`src/rtl/branch_resolve_unit.sv`:
```
// Branch resolution: in-order queue of fetch predictions checked against MEM outcomes,
// with flush/redirect recovery and predictor training. Optional counters: BRU_PERFCNT_EN.
module branch_resolve_unit #(
    parameter int DEPTH = 4,
    parameter int IDX_W = 4
) (
    input  logic             CLK,
    input  logic             nRST,
    input  logic             ihit,
    input  logic             id_isbranch,
    input  logic             id_advance,
    input  logic             id_pred_taken,
    input  logic [31:0]      id_pred_target,
    input  logic             mem_resolve,
    input  logic             mem_taken,
    input  logic [31:0]      mem_pc,
    input  logic [31:0]      mem_target,
    output logic             flush,
    output logic             redirect_valid,
    output logic [31:0]      redirect_pc,
    output logic             upd_valid,
    output logic [IDX_W-1:0] upd_idx,
    output logic             upd_taken,
    output logic             q_full,
    output logic             q_err
`ifdef BRU_PERFCNT_EN
    ,
    output logic [31:0]      br_count,
    output logic [31:0]      mispred_count
`endif
);

    localparam int PTR_W = $clog2(DEPTH);
    localparam int CNT_W = PTR_W + 1;

    typedef enum logic {ST_RUN, ST_RECOVER} state_t;

    typedef struct packed {
        logic        pred_taken;
        logic [31:0] pred_target;
    } entry_t;

    state_t                 state_q, state_d;
    entry_t [DEPTH-1:0]     entries_q, entries_d;
    logic   [PTR_W-1:0]     wr_ptr_q, wr_ptr_d, rd_ptr_q, rd_ptr_d;
    logic   [CNT_W-1:0]     count_q, count_d;
    logic                   q_full_q, q_full_d, q_err_q, q_err_d;
    logic                   upd_valid_q, upd_valid_d, upd_taken_q, upd_taken_d;
    logic   [IDX_W-1:0]     upd_idx_q, upd_idx_d;

    logic   q_empty, q_at_depth, pop_fire, do_pop, push_req, do_push;
    logic   mispredict, flush_eff;
    entry_t head;

    // An empty-queue pop sees an all-zero record, i.e. predicted not-taken.
    always_comb begin
        q_empty    = (count_q == '0);
        q_at_depth = (count_q == CNT_W'(DEPTH));
        pop_fire   = mem_resolve & ihit & (state_q == ST_RUN);
        head       = q_empty ? '0 : entries_q[rd_ptr_q];
        mispredict = pop_fire & ((head.pred_taken != mem_taken) |
                                 (mem_taken & (head.pred_target != mem_target)));
        flush_eff  = mispredict | (state_q == ST_RECOVER);
        push_req   = id_isbranch & id_advance & ihit & ~flush_eff;
        do_pop     = pop_fire & ~q_empty;
        do_push    = push_req & (~q_at_depth | do_pop);
    end

    always_comb begin
        state_d     = state_q;
        entries_d   = entries_q;
        wr_ptr_d    = wr_ptr_q;
        rd_ptr_d    = rd_ptr_q;
        count_d     = count_q;
        q_err_d     = q_err_q;
        upd_valid_d = pop_fire;
        upd_idx_d   = upd_idx_q;
        upd_taken_d = upd_taken_q;

        if (do_push) begin
            entries_d[wr_ptr_q] = '{pred_taken: id_pred_taken, pred_target: id_pred_target};
            wr_ptr_d            = wr_ptr_q + PTR_W'(1);
        end
        if (do_pop) begin
            rd_ptr_d = rd_ptr_q + PTR_W'(1);
        end
        if (do_push && !do_pop) begin
            count_d = count_q + CNT_W'(1);
        end else if (do_pop && !do_push) begin
            count_d = count_q - CNT_W'(1);
        end

        if ((push_req && q_at_depth && !do_pop) || (pop_fire && q_empty)) begin
            q_err_d = 1'b1;
        end

        if (pop_fire) begin
            upd_idx_d   = mem_pc[IDX_W+1:2];
            upd_taken_d = mem_taken;
        end

        // A mispredict discards every younger record along with the wrong-path fetch.
        unique case (state_q)
            ST_RUN: begin
                if (mispredict) begin
                    state_d  = ST_RECOVER;
                    wr_ptr_d = '0;
                    rd_ptr_d = '0;
                    count_d  = '0;
                end
            end
            ST_RECOVER: begin
                if (ihit) begin
                    state_d = ST_RUN;
                end
            end
            default: state_d = ST_RUN;
        endcase

        q_full_d = (count_d == CNT_W'(DEPTH));
    end

    always_ff @(posedge CLK or negedge nRST) begin
        if (!nRST) begin
            state_q     <= ST_RUN;
            entries_q   <= '0;
            wr_ptr_q    <= '0;
            rd_ptr_q    <= '0;
            count_q     <= '0;
            q_full_q    <= 1'b0;
            q_err_q     <= 1'b0;
            upd_valid_q <= 1'b0;
            upd_idx_q   <= '0;
            upd_taken_q <= 1'b0;
        end else begin
            state_q     <= state_d;
            entries_q   <= entries_d;
            wr_ptr_q    <= wr_ptr_d;
            rd_ptr_q    <= rd_ptr_d;
            count_q     <= count_d;
            q_full_q    <= q_full_d;
            q_err_q     <= q_err_d;
            upd_valid_q <= upd_valid_d;
            upd_idx_q   <= upd_idx_d;
            upd_taken_q <= upd_taken_d;
        end
    end

    assign flush          = flush_eff;
    assign redirect_valid = mispredict;
    assign redirect_pc    = mispredict ? (mem_taken ? mem_target : mem_pc + 32'd4) : '0;
    assign upd_valid      = upd_valid_q;
    assign upd_idx        = upd_idx_q;
    assign upd_taken      = upd_taken_q;
    assign q_full         = q_full_q;
    assign q_err          = q_err_q;

`ifdef BRU_PERFCNT_EN
    logic [31:0] br_count_q, br_count_d, mispred_count_q, mispred_count_d;

    // Both counters stick at all-ones rather than wrapping.
    always_comb begin
        br_count_d      = br_count_q;
        mispred_count_d = mispred_count_q;
        if (pop_fire && (br_count_q != 32'hFFFF_FFFF)) begin
            br_count_d = br_count_q + 32'd1;
        end
        if (mispredict && (mispred_count_q != 32'hFFFF_FFFF)) begin
            mispred_count_d = mispred_count_q + 32'd1;
        end
    end

    always_ff @(posedge CLK or negedge nRST) begin
        if (!nRST) begin
            br_count_q      <= '0;
            mispred_count_q <= '0;
        end else begin
            br_count_q      <= br_count_d;
            mispred_count_q <= mispred_count_d;
        end
    end

    assign br_count      = br_count_q;
    assign mispred_count = mispred_count_q;
`endif

endmodule

```
`config.mk`:
```
export PLATFORM = sky130hd
export DESIGN_NAME = branch_resolve_unit
export DESIGN_NICKNAME = d
export VERILOG_FILES = /design/src/rtl/branch_resolve_unit.sv
export SDC_FILE = /design/constraint.sdc
export NUM_CORES = 1
export LEC_CHECK = 0
export CAP_MARGIN = 20
export CORE_MARGIN = 10
export CORE_UTILIZATION = 64
export CTS_BUF_LIST = sky130_fd_sc_hd__clkbuf_8
export DETAILED_ROUTE_END_ITERATION = 8
export HOLD_SLACK_MARGIN = 0.1
export PLACE_DENSITY_LB_ADDON = 0.12
export SETUP_SLACK_MARGIN = 0.4
export SLEW_MARGIN = 20
export SYNTH_ARGS = -nofsm -noshare
export SYNTH_HDL_FRONTEND = slang
export SYNTH_SLANG_ARGS = --single-unit
export TNS_END_PERCENT = 30
```
`constraint.sdc`:
```
create_clock -name CLK -period 5.3 [get_ports CLK]
set_input_delay 0.795 -clock CLK [delete_from_list [all_inputs] [get_ports CLK]]
set_output_delay 0.795 -clock CLK [all_outputs]
set_load 0.005 [all_outputs]
```
==> flow_summary_export.csv, run 1 <==
group,metric,value,unit
run,maxCapViolations,0,
logic_synthesis,ys_top_cells_by_count,"304 x nor2_1, 168 x clkbuf_1, 153 x nand3_1",
finish,n_antenna_cell,0,
critical_path,worst_ep_required_time,4.51,ns
die,fp.dieArea,0.0263,mm²
placed_design,placed_area,0.0144,mm²
logic_synthesis,post-synth-top-area-cell,"dfrtp_1",
global_routing,grtUsageTotal,0.311,
worst_hold_path,hp-class,"in -> async",
die,die_w,162,µm
route,vias_per_cell,7.02,
logic_synthesis,synth_area_leaders,"dfrtp_1 29%, o41ai_1 8.9%, nor2_1 8.8%",
finish,nNetsFinal,1773,
logic_synthesis,synth_edf_count,0,
logic_synthesis,syn-cell-area,0.0129,mm²
die,core_area,0.0197,mm²
route,post-route-drc-count,0,
cts,htreeDepth,4,
logic_synthesis,synth_mux_area_frac,0.0704,
finish,seq_area,0.00371,mm²
logic_synthesis,ys_types,50,
timing,layout_setup_ws,0.492,ns
critical_path,path_buf_inv,3,
critical_path,crit_family,"buffers and inverters",
logic_synthesis,yosys_register_bits,148,
cts,cts_root_buf,"clkbuf_8",
route,vias,13600,
timing,hold_viol,0,
finish,fillers,1456,
logic_synthesis,synth-adder-area-share,0.00773,
route,routed_wl,42900,µm
critical_path,path_max_fanout,22,
logic_synthesis,synthSimpleGateAreaFrac,0.257,
logic_synthesis,yosys_warnings,0,
placed_design,dp_hpwl,25700,µm
global_routing,grt_pass1_vias,12500,
logic_synthesis,synth-compound-area-share,0.288,
pwr,p_leak,0.00533,µW
timing,finClkSkew,0.0198,ns
critical_path,start_kind,"flop",
timing,fin_crit,4.81,ns
timing,setup_violations,0,
placed_design,place.port_buffers,145,
finish,area_delta_synth_final,15.1,%
cts,cts.path.max_buffers,2,
cts,clk_pin_slew,0.09,ns
timing,worstMarginPinSlew,1.12,ns
logic_synthesis,synth_top_family_by_area,"compound AO/OA/AOI/OAI gates",
critical_path,path_cells,"buf_4, mux4_2, o21a_1, o22a_1, o21ai_0, nand4_1, clkbuf_16, or4_4, o2111a_1, clkdlybuf4s50_1",
route,routedWlPerCell,22.1,µm
finish,multi_input_area,0.00853,mm²
critical_path,worstPathArrival,4.01,ns
outcome,status,"completed",
logic_synthesis,synthArstFlopShare,1.00,
global_routing,grt_pass1_wl,68200,µm
global_routing,grt_antenna_before_repair,0,
finish,drive_gt1_frac,0.0795,
die,rows,51,
pwr,peakVddDrop,577,µV
global_routing,gr-total-overflow,0,
cts,cts_tree,"done",
die,start_util,0.659,
cts,worstSkewPairLatency,0.48,ns
logic_synthesis,ys_seq_area_frac,0.286,
critical_path,cp-end-kind,"primary output",
route,antenna_left,0,
placed_design,post-place-ws,0.535,ns
cts,hold_buffers,0,
timing,max_freq,208,MHz
critical_path,critPathSlowestCell,"dfrtp_4",
timing,fin_setup_tns,0,ns
die,io_pins,146,
die,dieHeight,162,µm
route,drt_iter0_drc,1941,
critical_path,slowest_delay,0.71,ns
logic_synthesis,synth_nets,1746,
critical_path,critPathKind,"reg -> out",
logic_synthesis,synth-main-ff-cell,"dfrtp_1",
cts,clock_sinks,148,
timing,period_share,0.907,
logic_synthesis,synth-xor-area-share,0.0298,
route,drtPass1Iterations,6,
timing,slew_headroom,0.256,
logic_synthesis,synth_top_area_share,0.286,
global_routing,grt_max_degree,273,
logic_synthesis,yosysMostFrequentCell,"nor2_1",
placed_design,finalWeightedCongestion,0.891,
pwr,p_per_area,448,mW/mm²
timing,slew_viol_final,0,
logic_synthesis,synthCells,1634,
cts,cts_buffers,17,
timing,grt_setup_unrepaired,"yes",
logic_synthesis,avgSynthCellArea,7.93,µm²
finish,final_cell_area,0.0149,mm²
## cell usage in the layout, fill, tap and decap left out, types with 15 or more instances in the layout
master	netlist	final
nor2_1	304	303
nand3_1	153	153
dfrtp_1	148	146
clkdlybuf4s50_1	0	143
o211ai_1	133	133
and2_1	133	133
a21boi_0	132	132
o41ai_1	132	132
buf_4	6	41
nor3_1	36	36
a21oi_1	34	34
xnor2_1	34	34
mux4_2	29	29
mux2i_1	18	18
nand2_1	17	17
clkbuf_8	0	17
o21ai_0	16	15
## worst paths after layout
check	from	end	slack [ns]	cells after the start
min in group CLK	q_err	q_err	0.47	1
setup / recovery	rd_ptr_q[1]	redirect_pc[29]	0.49	10
setup reg to reg	rd_ptr_q[0]	entries_q[112]	0.90	11
hold / removal	nRST	entries_q[11]	0.39	1
hold reg to reg	q_err	q_err	0.47	1
max in group asynchronous	nRST	entries_q[39]	3.71	2
## cell families after synthesis
group	after synthesis
DFF	148
xor gates and xnor gates	44
adders and majority gates	8
and+or+nand+nor	696
AOI/OAI and AO/OA	487
buffers and inverters	197
muxes	54
## per-layer routing
metal	share of wire	global-route usage	vias to the layer above	wire, µm
met5	0	0	-	0
met4	0.020	0.0852	0	858
met2	0.46	0.482	915	19700
li1	-	-	6145	-
met3	0.12	0.0584	84	4980
met1	0.41	0.434	6461	17400
## state kept, by name, indices dropped and copies added (netlist names)
register   cells
upd_taken      1
upd_idx        4
rd_ptr_q       2
count_q        3
upd_valid      1
wr_ptr_q       2
q_err          1
state_q        1
q_full         1
entries_q    132
## metrics by stage
| step | hold WS, ns | instances | total power (µW) | util |
|---|---|---|---|---|
| 2_1_floorplan | 0.451 | 1634 | 4490 | - |
| 3_3_place_gp | 0.443 | 1895 | 5440 | 0.730 |
| 3_5_place_dp | 0.447 | 1895 | 5580 | 0.730 |
| 4_1_cts | 0.456 | 1932 | 6570 | 0.753 |
| 5_1_grt | 0.435 | 1939 | 7100 | 0.758 |
| 6_report | 0.394 | 1939 | 6680 | 0.758 |
## area by class of cell
type	count	area share
clock inverters	15	0.0112
repair buffers	194	0.127
well taps	265	0.0222
multi-input cells	1289	0.573
inverters	11	0.00277
clock buffers	17	0.0157
flip-flops and latches	148	0.249
## repair_timing
action	4_1_cts	5_1_grt
gates resized for setup	2	12
pin swaps	0	2
cloned	0	2
buffers inserted	5	5
setup endpoints to repair	34	92
## where the power goes
part	switching [µW]	internal, µW
logic	2050	1590
clock network	518	432
registers	440	1650
total	3000	3680
No activity file was read; power rests on OpenSTA's default activity.
==> run 2, diff against run 1 <==
CORE_UTILIZATION = 46   (was 64)
CTS_CLUSTER_DIAMETER = 40   (was unset)
==> run 2 against run 1 <==
Cell area grew 0.27%. Non-clock buffer count shrank 14. Combinational power is essentially flat. Register-to-register slack gained 0.29 ns. Die area grew 34%. Sequential share of layout area shrank 0.084 points. Sequential power is essentially flat. Clock skew grew 0.0011 ns. Global-route usage shrank 7.3 points. Hold slack lost 0.090 ns. Flip-flop and latch count is the same. Utilization shrank 22 points.
==> flow_summary_export.csv, run 2 (synthesized netlist as in run 1, its figures left out) <==
group,metric,value,unit
outcome,status,"completed",
finish,fillers,2587,
timing,fin_crit,4.81,ns
die,die_w,188,µm
global_routing,gr-total-overflow,0,
die,dieHeight,188,µm
critical_path,cp-end-kind,"primary output",
worst_hold_path,hp-class,"in -> async",
critical_path,worstReg2RegStart,"rd_ptr_q[1]",
cts,cts_root_buf,"clkbuf_8",
route,routedWlPerCell,21.6,µm
cts,cts_buffers,17,
critical_path,path_cells,"buf_12, mux4_2, xor2_1, o32a_1, a32oi_1, nand4_1, nor4_2, buf_6, a2111oi_0, clkdlybuf4s50_1",
die,fp.dieArea,0.0353,mm²
critical_path,critPathSlowestCell,"dfrtp_2",
route,antenna_left,0,
global_routing,grt_antenna_before_repair,0,
timing,slew_headroom,0.0652,
die,start_util,0.466,
finish,layout.cells.most_common_list,"303 x nor2_1, 153 x nand3_1, 146 x dfrtp_1, 143 x clkdlybuf4s50_1",
finish,area_delta_synth_final,15.4,%
timing,period_share,0.908,
global_routing,grt_pass1_vias,12100,
finish,final_common_cell,"nor2_1",
timing,finClkSkew,0.0210,ns
critical_path,reg2reg_to,"entries_q[82]",
timing,slew_viol_final,0,
finish,largest_reg_flops,132,
timing,fin_setup_tns,0,ns
cts,hold_buffers,0,
critical_path,path_max_fanout,34,
critical_path,reg2reg_depth,10,
timing,setup_violations,0,
cts,clk_pin_slew,0.10,ns
cts,cts.path.max_buffers,2,
placed_design,finalWeightedCongestion,0.903,
run,maxCapViolations,0,
pwr,design_power_total,6580,µW
cts,htreeDepth,4,
timing,grt_setup_unrepaired,"no",
finish,n_antenna_cell,0,
die,rows,61,
finish,regMostFlops,"entries_q",
finish,drive_gt1_frac,0.0711,
placed_design,dp_hpwl,26100,µm
die,core_area,0.0278,mm²
route,drt_iter0_drc,1298,
timing,hold_viol,0,
route,vias,13200,
timing,layout_setup_ws,0.487,ns
cts,cts_tree,"done",
global_routing,grt_pass1_wl,69900,µm
critical_path,start_kind,"flop",
die,io_pins,146,
timing,max_freq,208,MHz
critical_path,worstPathArrival,4.02,ns
pwr,peakVddDrop,572,µV
placed_design,place.port_buffers,145,
cts,worstSkewPairLatency,0.48,ns
critical_path,r2r_slack,1.19,ns
critical_path,slowest_delay,0.64,ns
critical_path,critPathKind,"reg -> out",
timing,worstMarginPinSlew,1.40,ns
pwr,p_leak,0.00524,µW
pwr,p_per_area,440,mW/mm²
global_routing,grt_max_degree,273,
finish,nNetsFinal,1759,
cts,clock_sinks,148,
route,routed_wl,44100,µm
critical_path,crit_family,"buffers and inverters",
route,post-route-drc-count,0,
placed_design,post-place-ws,0.650,ns
critical_path,path_buf_inv,3,
timing,whs,0.304,ns
global_routing,grtUsageTotal,0.239,
route,drtPass1Iterations,7,
route,vias_per_cell,6.46,
critical_path,worst_ep_required_time,4.51,ns
run 2: worst max-delay path by stage:
stage | to | from | depth (start not counted)
CTS | redirect_pc[23] | rd_ptr_q[0] | 10
floorplan | redirect_pc[29] | count_q[0] | 13
detailed placement | redirect_pc[23] | rd_ptr_q[0] | 10
global placement | redirect_pc[23] | rd_ptr_q[0] | 9
finish | redirect_pc[23] | rd_ptr_q[1] | 10
global route | redirect_pc[24] | rd_ptr_q[1] | 10
run 2: final cells by class:
| class | instances | area (µm²) | area share |
|---|---|---|---|
| inverters | 11 | 41.3 | 0.00276 |
| repair buffers | 180 | 1820 | 0.122 |
| flip-flops and latches | 148 | 3710 | 0.248 |
| clock buffers | 19 | 262 | 0.0175 |
| well taps | 378 | 473 | 0.0316 |
| multi-input cells | 1289 | 8520 | 0.570 |
| clock inverters | 13 | 125 | 0.00837 |
run 2: metrics by stage:
step	cells	utilization	area [µm²]
floorplan	1634	-	12900
global placement	2001	0.522	14500
detailed placement	2001	0.522	14500
CTS	2034	0.537	14900
global route	2038	0.538	14900
finish	2038	0.538	14900
run 2: metal layers:
layer / routed length, µm / vias up / global-route usage
met4: 628 / 0 / 0.0603
met1: 20200 / 6387 / 0.344
li1: - / 6140 / -
met5: 0 / - / 0
met3: 3640 / 41 / 0.0501
met2: 19600 / 593 / 0.354
run 2: timing repair:
action                     4_1_cts  5_1_grt
setup endpoints to repair       34       34
gates resized for setup          2        2
setup buffers                    1        4
run 2: where the power goes:
part | internal (µW) | total [µW] | switching [µW]
Sequential | 1650 | 2060 | 412
Clock | 403 | 899 | 496
Combinational | 1580 | 3620 | 2030
Total | 3640 | 6580 | 2940
==> run 3, diff against run 2 <==
CTS_CLUSTER_DIAMETER = 30   (was 40)
==> results of run 3 <==
Same layout as run 2: the final DEF is identical, and so are final timing and power.
